<file path="config.mk">
export PLATFORM = sky130hd
export DESIGN_NAME = rv32_fetch_queued
export DESIGN_NICKNAME = d
export VERILOG_FILES = /design/src/rtl/rv32_fetch_pkg.sv /design/src/rtl/rv32_fetch_queue.sv /design/src/rtl/rv32_fetch_queued.sv
export SDC_FILE = /design/constraint.sdc
export NUM_CORES = 1
export LEC_CHECK = 0
export ABC_AREA = 1
export CAP_MARGIN = 0
export CORE_ASPECT_RATIO = 0.9
export CORE_MARGIN = 5
export CORE_UTILIZATION = 56
export CTS_CLUSTER_DIAMETER = 30
export DETAILED_ROUTE_END_ITERATION = 10
export HOLD_SLACK_MARGIN = 0.12
export PLACE_DENSITY = 0.8
export SLEW_MARGIN = 20
export SYNTH_ARGS = -nofsm -noshare
export SYNTH_HDL_FRONTEND = slang
export SYNTH_SLANG_ARGS = --single-unit
</file>
<file path="constraint.sdc">
create_clock -name clk -period 5.55 [get_ports clk]
set_input_delay 1.11 -clock clk [delete_from_list [all_inputs] [get_ports clk]]
set_output_delay 1.11 -clock clk [all_outputs]
set_load 0.02 [all_outputs]
</file>
<file path="src/rtl/rv32_fetch_pkg.sv">
// Shared types and constants for the queued RV32 instruction-fetch stage.
package rv32_fetch_pkg;

    localparam logic [31:0] RV32_INSTR_NOP                    = 32'h0000_0013;
    localparam logic [3:0]  RV32_MCAUSE_INSTR_FAULT_EXCEPTION = 4'd1;

    localparam logic [6:0]  RV32_OPCODE_JAL    = 7'b110_1111;
    localparam logic [6:0]  RV32_OPCODE_BRANCH = 7'b110_0011;

    typedef enum int {
        BP_NONE   = 0,
        BP_STATIC = 1
    } bp_mode_e;

    typedef struct packed {
        logic [31:0] instr;
        logic [31:0] pc;
        logic        fault;
        logic        pred_taken;
    } fetch_entry_t;

    typedef struct packed {
        logic        epoch;
        logic [31:0] pc;
    } tag_entry_t;

    function automatic logic [31:0] imm_j(input logic [31:0] instr);
        return {{12{instr[31]}}, instr[19:12], instr[20], instr[30:21], 1'b0};
    endfunction

    function automatic logic [31:0] imm_b(input logic [31:0] instr);
        return {{20{instr[31]}}, instr[7], instr[30:25], instr[11:8], 1'b0};
    endfunction

endpackage

</file>
<file path="src/rtl/rv32_fetch_queue.sv">
// Synchronous FIFO of arbitrary entry type with synchronous clear.
// DEPTH must be a power of two >= 2 so the pointers wrap naturally.
module rv32_fetch_queue #(
    parameter type entry_t = logic [31:0],
    parameter int  DEPTH   = 4
) (
    input  logic                   clk,
    input  logic                   reset,
    input  logic                   clear,
    input  logic                   push,
    input  entry_t                 push_data,
    input  logic                   pop,
    output entry_t                 head,
    output logic [$clog2(DEPTH):0] count
);

    localparam int PTR_W = $clog2(DEPTH);
    localparam int CNT_W = PTR_W + 1;

    entry_t           entries [DEPTH];
    logic [PTR_W-1:0] rd_ptr;
    logic [PTR_W-1:0] wr_ptr;
    logic             empty;
    logic             full;
    logic             do_push;
    logic             do_pop;

    assign empty   = (count == '0);
    assign full    = (count == CNT_W'(DEPTH));
    assign do_pop  = pop && !empty;
    // A push into a full queue is accepted when the head leaves in the same cycle.
    assign do_push = push && (!full || do_pop);
    assign head    = entries[rd_ptr];

    always_ff @(posedge clk) begin
        if (do_push && !reset && !clear) begin
            entries[wr_ptr] <= push_data;
        end
    end

    always_ff @(posedge clk) begin
        if (reset || clear) begin
            rd_ptr <= '0;
            wr_ptr <= '0;
            count  <= '0;
        end else begin
            if (do_push) begin
                wr_ptr <= wr_ptr + PTR_W'(1);
            end
            if (do_pop) begin
                rd_ptr <= rd_ptr + PTR_W'(1);
            end
            count <= count + CNT_W'(do_push) - CNT_W'(do_pop);
        end
    end

endmodule

</file>
<file path="src/rtl/rv32_fetch_queued.sv">
// Instruction fetch with credit-limited outstanding reads, epoch-tagged responses,
// a prefetch queue, optional static branch prediction and a decode output register.
module rv32_fetch_queued
    import rv32_fetch_pkg::*;
#(
    parameter logic [31:0] RESET_VECTOR      = 32'h0000_0000,
    parameter int          BRANCH_PREDICTION = 0,
    parameter int          QUEUE_DEPTH       = 4,
    parameter int          MAX_OUTSTANDING   = 2
) (
    input  logic        clk,
    input  logic        reset,
    input  logic        stall_in,
    input  logic        flush_in,
    input  logic        trap_in,
    input  logic        branch_mispredicted_in,
    input  logic [31:0] trap_pc_in,
    input  logic [31:0] branch_pc_in,
    output logic        instr_req_out,
    input  logic        instr_req_ready_in,
    output logic [31:0] instr_address_out,
    input  logic        instr_resp_valid_in,
    input  logic [31:0] instr_resp_data_in,
    input  logic        instr_resp_fault_in,
    output logic        valid_out,
    output logic        exception_out,
    output logic [3:0]  exception_cause_out,
    output logic        branch_predicted_taken_out,
    output logic [31:0] pc_out,
    output logic [31:0] instr_out
);

    localparam int Q_CNT_W   = $clog2(QUEUE_DEPTH) + 1;
    localparam int TAG_DEPTH = (MAX_OUTSTANDING < 2) ? 2 : MAX_OUTSTANDING;
    localparam int TAG_CNT_W = $clog2(TAG_DEPTH) + 1;

    logic [31:0]          pc;
    logic [31:0]          pc_next;
    logic                 epoch;
    logic                 epoch_next;
    logic                 fault_hold;
    logic                 fault_hold_next;

    fetch_entry_t         q_head;
    fetch_entry_t         q_push_data;
    logic [Q_CNT_W-1:0]   q_count;
    logic                 q_empty;
    logic                 q_pop;

    tag_entry_t           tag_head;
    tag_entry_t           tag_push_data;
    logic [TAG_CNT_W-1:0] outstanding;

    logic                 accept;
    logic                 redirect;
    logic                 resp_keep;
    logic                 is_jal;
    logic                 is_branch;
    logic                 pred_taken;
    logic [31:0]          pred_target;

    // The tag FIFO holds exactly one entry per in-flight read, so its count is the outstanding count.
    assign instr_req_out = !reset && !fault_hold
                        && ((32'(outstanding) + 32'(q_count)) < 32'(QUEUE_DEPTH))
                        && (32'(outstanding) < 32'(MAX_OUTSTANDING));
    assign instr_address_out = pc;
    assign accept            = instr_req_out && instr_req_ready_in;
    assign redirect          = trap_in || branch_mispredicted_in;

    assign resp_keep   = instr_resp_valid_in && !redirect && (tag_head.epoch == epoch);
    assign is_jal      = (instr_resp_data_in[6:0] == RV32_OPCODE_JAL);
    assign is_branch   = (instr_resp_data_in[6:0] == RV32_OPCODE_BRANCH);
    assign pred_taken  = (BRANCH_PREDICTION == int'(BP_STATIC)) && resp_keep && !instr_resp_fault_in
                      && (is_jal || (is_branch && instr_resp_data_in[31]));
    assign pred_target = tag_head.pc + (is_jal ? imm_j(instr_resp_data_in) : imm_b(instr_resp_data_in));

    assign tag_push_data = '{epoch: epoch, pc: pc};
    assign q_push_data   = '{instr: instr_resp_data_in, pc: tag_head.pc,
                             fault: instr_resp_fault_in, pred_taken: pred_taken};
    assign q_empty       = (q_count == '0);
    assign q_pop         = !stall_in && !flush_in && !q_empty;

    rv32_fetch_queue #(
        .entry_t (tag_entry_t),
        .DEPTH   (TAG_DEPTH)
    ) u_tag_fifo (
        .clk       (clk),
        .reset     (reset),
        .clear     (1'b0),
        .push      (accept),
        .push_data (tag_push_data),
        .pop       (instr_resp_valid_in),
        .head      (tag_head),
        .count     (outstanding)
    );

    rv32_fetch_queue #(
        .entry_t (fetch_entry_t),
        .DEPTH   (QUEUE_DEPTH)
    ) u_prefetch_queue (
        .clk       (clk),
        .reset     (reset),
        .clear     (redirect),
        .push      (resp_keep),
        .push_data (q_push_data),
        .pop       (q_pop),
        .head      (q_head),
        .count     (q_count)
    );

    // Every PC change toggles the epoch so reads issued on the old path are discarded on return.
    always_comb begin
        pc_next         = pc;
        epoch_next      = epoch;
        fault_hold_next = fault_hold;
        if (trap_in) begin
            pc_next         = trap_pc_in;
            epoch_next      = !epoch;
            fault_hold_next = 1'b0;
        end else if (branch_mispredicted_in) begin
            pc_next         = branch_pc_in;
            epoch_next      = !epoch;
            fault_hold_next = 1'b0;
        end else begin
            if (pred_taken) begin
                pc_next    = pred_target;
                epoch_next = !epoch;
            end else if (accept) begin
                pc_next = pc + 32'd4;
            end
            if (resp_keep && instr_resp_fault_in) begin
                fault_hold_next = 1'b1;
            end
        end
    end

    always_ff @(posedge clk) begin
        if (reset) begin
            pc         <= RESET_VECTOR;
            epoch      <= 1'b0;
            fault_hold <= 1'b0;
        end else begin
            pc         <= pc_next;
            epoch      <= epoch_next;
            fault_hold <= fault_hold_next;
        end
    end

    always_ff @(posedge clk) begin
        if (reset) begin
            valid_out                  <= 1'b0;
            exception_out              <= 1'b0;
            exception_cause_out        <= 4'd0;
            branch_predicted_taken_out <= 1'b0;
            pc_out                     <= 32'd0;
            instr_out                  <= RV32_INSTR_NOP;
        end else if (!stall_in) begin
            if (flush_in || q_empty) begin
                valid_out                  <= 1'b0;
                exception_out              <= 1'b0;
                exception_cause_out        <= 4'd0;
                branch_predicted_taken_out <= 1'b0;
                pc_out                     <= 32'd0;
                instr_out                  <= RV32_INSTR_NOP;
            end else begin
                valid_out                  <= !q_head.fault;
                exception_out              <= q_head.fault;
                exception_cause_out        <= q_head.fault ? RV32_MCAUSE_INSTR_FAULT_EXCEPTION : 4'd0;
                branch_predicted_taken_out <= !q_head.fault && q_head.pred_taken;
                pc_out                     <= q_head.pc;
                instr_out                  <= q_head.fault ? RV32_INSTR_NOP : q_head.instr;
            end
        end
    end

endmodule

</file>
==> qor.csv, run 1 <==
metric;value;unit
ir_drop;0.257;mV
syn_inst;1610;
fin_nets;1933;
avgRoutedWirePerCell;19.3;µm
min-delay-path-class;flip-flop to flip-flop;
core-area;31700;µm²
vias_per_cell;5.69;
tightestPinTransition;1.04;ns
dr_total_vias;13100;
dp_worst_setup_slack;1.40;ns
antenna_found_initial;0;
dp_hpwl;25.8;mm
arrival;3.76;ns
p_leak;7.90;nW
die_x;198;µm
drt_pass1_iterations;5;
grt_pass1_vias;12900;
met1_length;18.2;mm
drv_cap;0;
outcome;finished clean;
synth_compound_area_frac;0.107;
grt_overflow;0;
timing.reg2reg.setup_slack;2.42;ns
ys_warn_count;0;
min-delay-start;epoch;
h-tree-depth;3;
criticalPathCategory;primary input to flip-flop;
rows;62;
synth_area;17800;µm²
ys.flop_type;edfxtp_1;
drc;0;
critPathTopFamily;buffers and inverters;
slowest_delay;0.76;ns
io_pins;209;
synthAdderAreaFrac;0.00743;
synth_top_cell_by_area;edfxtp_1;
cts_num_sinks;440;
cp.required;5.72;ns
fin_skew;0.0211;ns
cp_num_buf_inv;3;
ys_async_sr_fraction;0;
drive_gt1_frac;0.130;
reg2reg_to;u_prefetch_queue.entries[3][26];
cts_tree;yes;
muxShareOfSynthArea;0.0202;
drtIter0Drc;1289;
cts_root_buf;clkbuf_16;
min_period;3.58;ns
ant_nets;0;
dr.max_layer_used;met4;
wl_met3;3.66;mm
hold_depth;0;
ys_ff_latch;440;
wl_met2;21.3;mm
cts_buffers;76;
yosysMostFrequentCell;edfxtp_1;
synth_enable_flop_cells;326;
finalCritPeriodShare;0.646;
yosys.area_share.simple;0.143;
fmax;279;MHz
cts_resized;0;
finalWorstSetupSlack;1.97;ns
wirelength;44.3;mm
clk_pin_slew;0.05;ns
cts_hold_buf;0;
crit_chain;clkdlybuf4s50_1 -> buf_4 -> nor2_2 -> nand4_1 -> nor2_2 -> nand2_1 -> nor2_4 -> buf_4;
utilization;0.718;
die_h;179;µm
p_per_area;401;nW/µm²
area_delta_synth_final;27.3;%
post_cts_buffers;0;
reg2regPathDepth;9;
synthTopCellsByArea;edfxtp_1 55%, dfxtp_1 13%, nand2_1 6.3%;
ys_types;41;
setup_viol;0;
dp.cells;2156;
dieArea;35500;µm²
synth_xor_area_frac;0.00344;
ys_top_cells_by_count;326 x edfxtp_1, 298 x nand2_1, 222 x nor2_1, 150 x o21ai_0, 114 x dfxtp_1;
end_kind;flip-flop;
slew_viol_final;0;
start_kind;primary input;
gr-usage-all-layers;0.247;
cp_slowest_cell;buf_4;
io_buffers;204;
rsz0062_at_grt;false;
grt_pass1_wl;69.0;mm
clock_latency;0.57;ns
avgSynthCellArea;11.1;µm²
grt_start_max_net_pins;86;
ys_seq_area_frac;0.677;
synth_top_family_by_area;simple AND/OR/NAND/NOR gates;
netlist.area_leader.share;0.549;
layoutNonFillerInstCount;2297;
diodes;0;
cts_buffer_depth;3;
start_util;0.564;
relSlewSlack;0.308;
hold_end;u_tag_fifo.entries[0][32];
cp_max_fo;65;
finalHoldViolations;0;
gp_congestion;0.897;
fin_tns_setup;0;ns
fillers;2035;
-- placed cells by master, fill, tap and decap left out, types with 3 or more instances in the layout --
cell             netlist  layout
nand2_1              298     298
o22ai_1               67      67
conb_1                 1       4
inv_2                  7       7
o21bai_1               3       3
inv_4                  2       3
clkbuf_8               3       5
and2_1                 3       3
mux2_2                32      32
nand3_1               51      51
bufinv_16              0       9
clkbuf_16              0      78
clkinvlp_4             0       7
clkdlybuf4s50_1        0     202
xnor2_1                7       7
a21oi_1              113     113
a31oi_1                4       4
clkinv_1               1       5
nand4_1                4       4
o21ai_0              150     150
nor2_2                 8      10
clkbuf_1              43       3
nor2_4                11      15
clkinv_2               0      11
nand2_4                5       5
buf_4                 11      17
edfxtp_1             326     326
nor2_1               222     216
nand2_2                5       5
dfxtp_1              114     112
clkinv_4               0       8
ha_1                   9       9
inv_1                 53      52
a21oi_2               10      10
inv_6                  0      14
-- registers in the layout (all words and copies together) (netlist names), named ones only --
register / cells
u_tag_fifo.count: 2
u_tag_fifo.entries: 66
valid_out: 1
fault_hold: 1
u_prefetch_queue.wr_ptr: 2
instr_address_out: 32
u_tag_fifo.rd_ptr: 1
u_prefetch_queue.rd_ptr: 2
pc_out: 32
u_tag_fifo.wr_ptr: 1
epoch: 1
instr_out: 32
exception_out: 1
u_prefetch_queue.entries: 260
u_prefetch_queue.count: 3
-- routing by layer --
layer  GRT usage  vias to the layer above
met4      0.0869                        0
met3      0.0415                       97
met5           0                        -
met1       0.340                     6274
met2       0.404                      654
li1            -                     6044
-- logic make-up after synthesis --
family / after synthesis
AOI/OAI and AO/OA: 353
xor gates and xnor gates: 7
adders and majority gates: 10
buffers and inverters: 156
DFF: 440
muxes: 32
other: 1
and+or+nand+nor: 611
-- per-stage QoR --
stage	total power (W)	cell area, µm²	hold WS (ns)
2_1_floorplan	0.00418	17900	0.425
3_3_place_gp	0.00442	20100	0.437
3_5_place_dp	0.00444	20100	0.444
4_1_cts	0.00916	22700	0.453
5_1_grt	0.00941	22700	0.484
6_report	0.00912	22700	0.455
-- how the worst max path moves through the flow --
stage	slack (ns)	cells after the start	startpoint	end
global placement	1.50	8	trap_in	u_prefetch_queue.entries[0][64]
global route	1.79	8	trap_in	u_prefetch_queue.entries[0][6]
finish	1.97	8	trap_in	u_prefetch_queue.entries[3][26]
detailed placement	1.40	8	trap_in	u_prefetch_queue.entries[0][7]
floorplan	0.42	6	branch_mispredicted_in	u_prefetch_queue.entries[0][0]
CTS	1.98	8	trap_in	u_prefetch_queue.entries[3][60]
-- final cells by class --
class / count / area (µm²) / share of cell area
Sequential cell: 440 / 12100 / 0.532
Multi-Input combinational cell: 1017 / 5070 / 0.223
Timing Repair Buffer: 220 / 2150 / 0.0949
Clock buffer: 86 / 2030 / 0.0895
Clock inverter: 55 / 621 / 0.0273
Tap cell: 416 / 520 / 0.0229
Inverter: 63 / 241 / 0.0106
-- power by group --
part	internal, W	leakage (nW)	switching, W	total, W
logic	0.000246	2.72	0.000362	0.000608
registers	0.00370	3.89	0.0000803	0.00378
clock network	0.00309	1.29	0.00164	0.00473
Note: power is estimated with default switching activity, not from simulation.
==> run 2: changes to the inputs <==
Settings changed: CORE_UTILIZATION 56 to 50, PLACE_DENSITY 0.8 to 0.75.
Clock period 5.55 ns to 2.9 ns, I/O delays scaled along.
==> qor.csv, run 2 (synthesis gave the netlist of run 1 again) <==
metric;value;unit;change
vias_per_cell;5.40;;-5.1%
start_util;0.508;;-0.0559
fin_nets;1949;;+0.83%
wl_met3;3.41;mm;-6.9%
grt_start_max_net_pins;92;;+7.0%
fmax;365;MHz;
rows;65;;+4.8%
grt_overflow;0;;unchanged
layout_common_cells;326 x edfxtp_1, 298 x nand2_1, 216 x nor2_1;;
finalCritPeriodShare;0.944;;
drc;0;;unchanged
gr-usage-all-layers;0.215;;-0.0321
finalHoldViolations;0;;unchanged
min-delay-path-class;flip-flop to flip-flop;;
comb_power_share;0.065;;-0.002
p_sw_frac;0.220;;-0.00836
top_regs;u_prefetch_queue.entries: 260 flops, u_tag_fifo.entries: 66 flops;;
wirelength;43.2;mm;-2.6%
h-tree-depth;3;;unchanged
cts_tree;yes;;
power.switching;0.00390;W;+87%
setup_viol;0;;unchanged
drtIter0Drc;1200;;-6.9%
tightestPinTransition;0.845;ns;-0.191 ns
p_int;0.0139;W;+97%
fin_tns_setup;0;ns;unchanged
rsz0062_at_grt;false;;
post_cts_buffers;0;;unchanged
fin_skew;0.0248;ns;+0.00373 ns
core-area;35100;µm²;+11%
antenna_found_initial;1;;+1
hold-worst-slack;0.452;ns;-0.00282 ns
p_per_area;767;nW/µm²;+91%
relSlewSlack;0.436;;+0.128
crit_chain;ha_1 -> nand3_1 -> nand2_1 -> nor2_4 -> clkdlybuf4s50_1;;
end_kind;output pin;;
wl_met2;19.9;mm;-6.6%
dieArea;39600;µm²;+11%
multi_input_area;5070;µm²;unchanged
seqCellArea;12100;µm²;unchanged
grt_pass1_vias;12800;;-1.0%
pwr-share-seq;0.408;;-0.007
drive_gt1_frac;0.134;;+0.00463
layout_commonest_cell;edfxtp_1;;
critPathTopFamily;buffers and inverters;;
outcome;finished clean;;
io_pins;209;;unchanged
avgRoutedWirePerCell;18.2;µm;-5.5%
dp_hpwl;26.5;mm;+2.8%
cts_buffers;80;;+5.3%
clkPwrFrac;0.527;;+0.009
cp_max_fo;4;;-94%
arrival;2.16;ns;-1.60 ns
dr.max_layer_used;met4;;
die_x;209;µm;+5.5%
largest-register;u_prefetch_queue.entries;;
cts_root_buf;clkbuf_16;;
cp_num_buf_inv;1;;-2
p_leak;8.05;nW;+1.8%
io_buffers;204;;unchanged
drt_pass1_iterations;5;;unchanged
criticalPathCategory;flip-flop to output pin;;
area_delta_synth_final;29.6;%;
min_period;2.74;ns;
largest_reg_flops;260;;unchanged
cts_buffer_depth;3;;unchanged
clock_latency;0.57;ns;about the same
grt_pass1_wl;68.4;mm;-0.95%
drv_cap;0;;unchanged
ir_drop;0.420;mV;+63%
slowest_delay;0.63;ns;-0.13 ns
cp_slowest_cell;clkdlybuf4s50_1;;
fillers;2483;;+22%
cp.required;2.32;ns;-3.40 ns
cts_hold_buf;0;;unchanged
slew_viol_final;0;;unchanged
gp_congestion;0.862;;-3.9%
ant_nets;0;;unchanged
cts_num_sinks;440;;unchanged
dr_total_vias;12800;;-2.2%
met1_length;18.7;mm;+3.2%
die_h;189;µm;+5.5%
start_kind;flip-flop;;
cts_resized;0;;unchanged
clk_pin_slew;0.05;ns;about the same
-- run 2: changes by cell type in the layout (fill, tap and decap cells not counted), sizes merged --
cell | previous run | this run
clkinv | 26 | 25
buf | 18 | 30
inv | 76 | 68
clkinvlp | 7 | 8
clkbuf | 86 | 99
diode | 0 | 1
-- run 2: routing by layer --
| layer | GRT usage | vias to the layer above |
|---|---|---|
| li1 | - | 6073 |
| met1 | 0.299 | 6066 |
| met2 | 0.340 | 557 |
| met3 | 0.0472 | 91 |
| met4 | 0.0705 | 0 |
| met5 | 0 | - |
-- run 2: layout make-up --
cell class	instances	share of cell area
clock buffers	99	0.0963
clock inverters	47	0.0239
diodes	1	0.000108
inverters	63	0.0104
flip-flops and latches	440	0.522
well taps	469	0.0254
multi-input cells	1017	0.219
repair buffers	232	0.103
-- run 2: worst min-delay path, stage by stage, from the launching register on --
cell,delay [ns]
dfxtp_1,0.30
nand2_1,0.05
a21oi_1,0.05
-- run 2: final timing paths --
check,start,endpoint,slack (ns),cells past startpoint
worst max-delay path,u_prefetch_queue.count[1],instr_req_out,0.16,5
worst min-delay path,instr_out[9],instr_out[9],0.45,2
worst max register to register,u_prefetch_queue.count[1],u_prefetch_queue.count[2],0.81,11
worst min register to register,instr_out[9],instr_out[9],0.45,2
-- run 2: through the flow --
step	cells	setup slack (ns)	utilization	instance area [µm²]	power [W]
after detailed placement	2221	0.106	0.579	20300	0.00849
after global placement	2221	0.163	0.579	20300	0.00845
after floorplan	1613	-0.653	-	17900	0.00800
after CTS	2367	0.0998	0.658	23100	0.0179
after global routing	2367	0.0258	0.658	23100	0.0183
final	2368	0.163	0.658	23100	0.0177
-- run 2: power by group through the flow --
stage	clock network, W	registers (W)	logic (W)
global placement	0	0.00734	0.00111
detailed placement	0	0.00735	0.00114
finish	0.00936	0.00724	0.00115
global route	0.00979	0.00726	0.00126
CTS	0.00947	0.00724	0.00115
floorplan	0	0.00735	0.000643
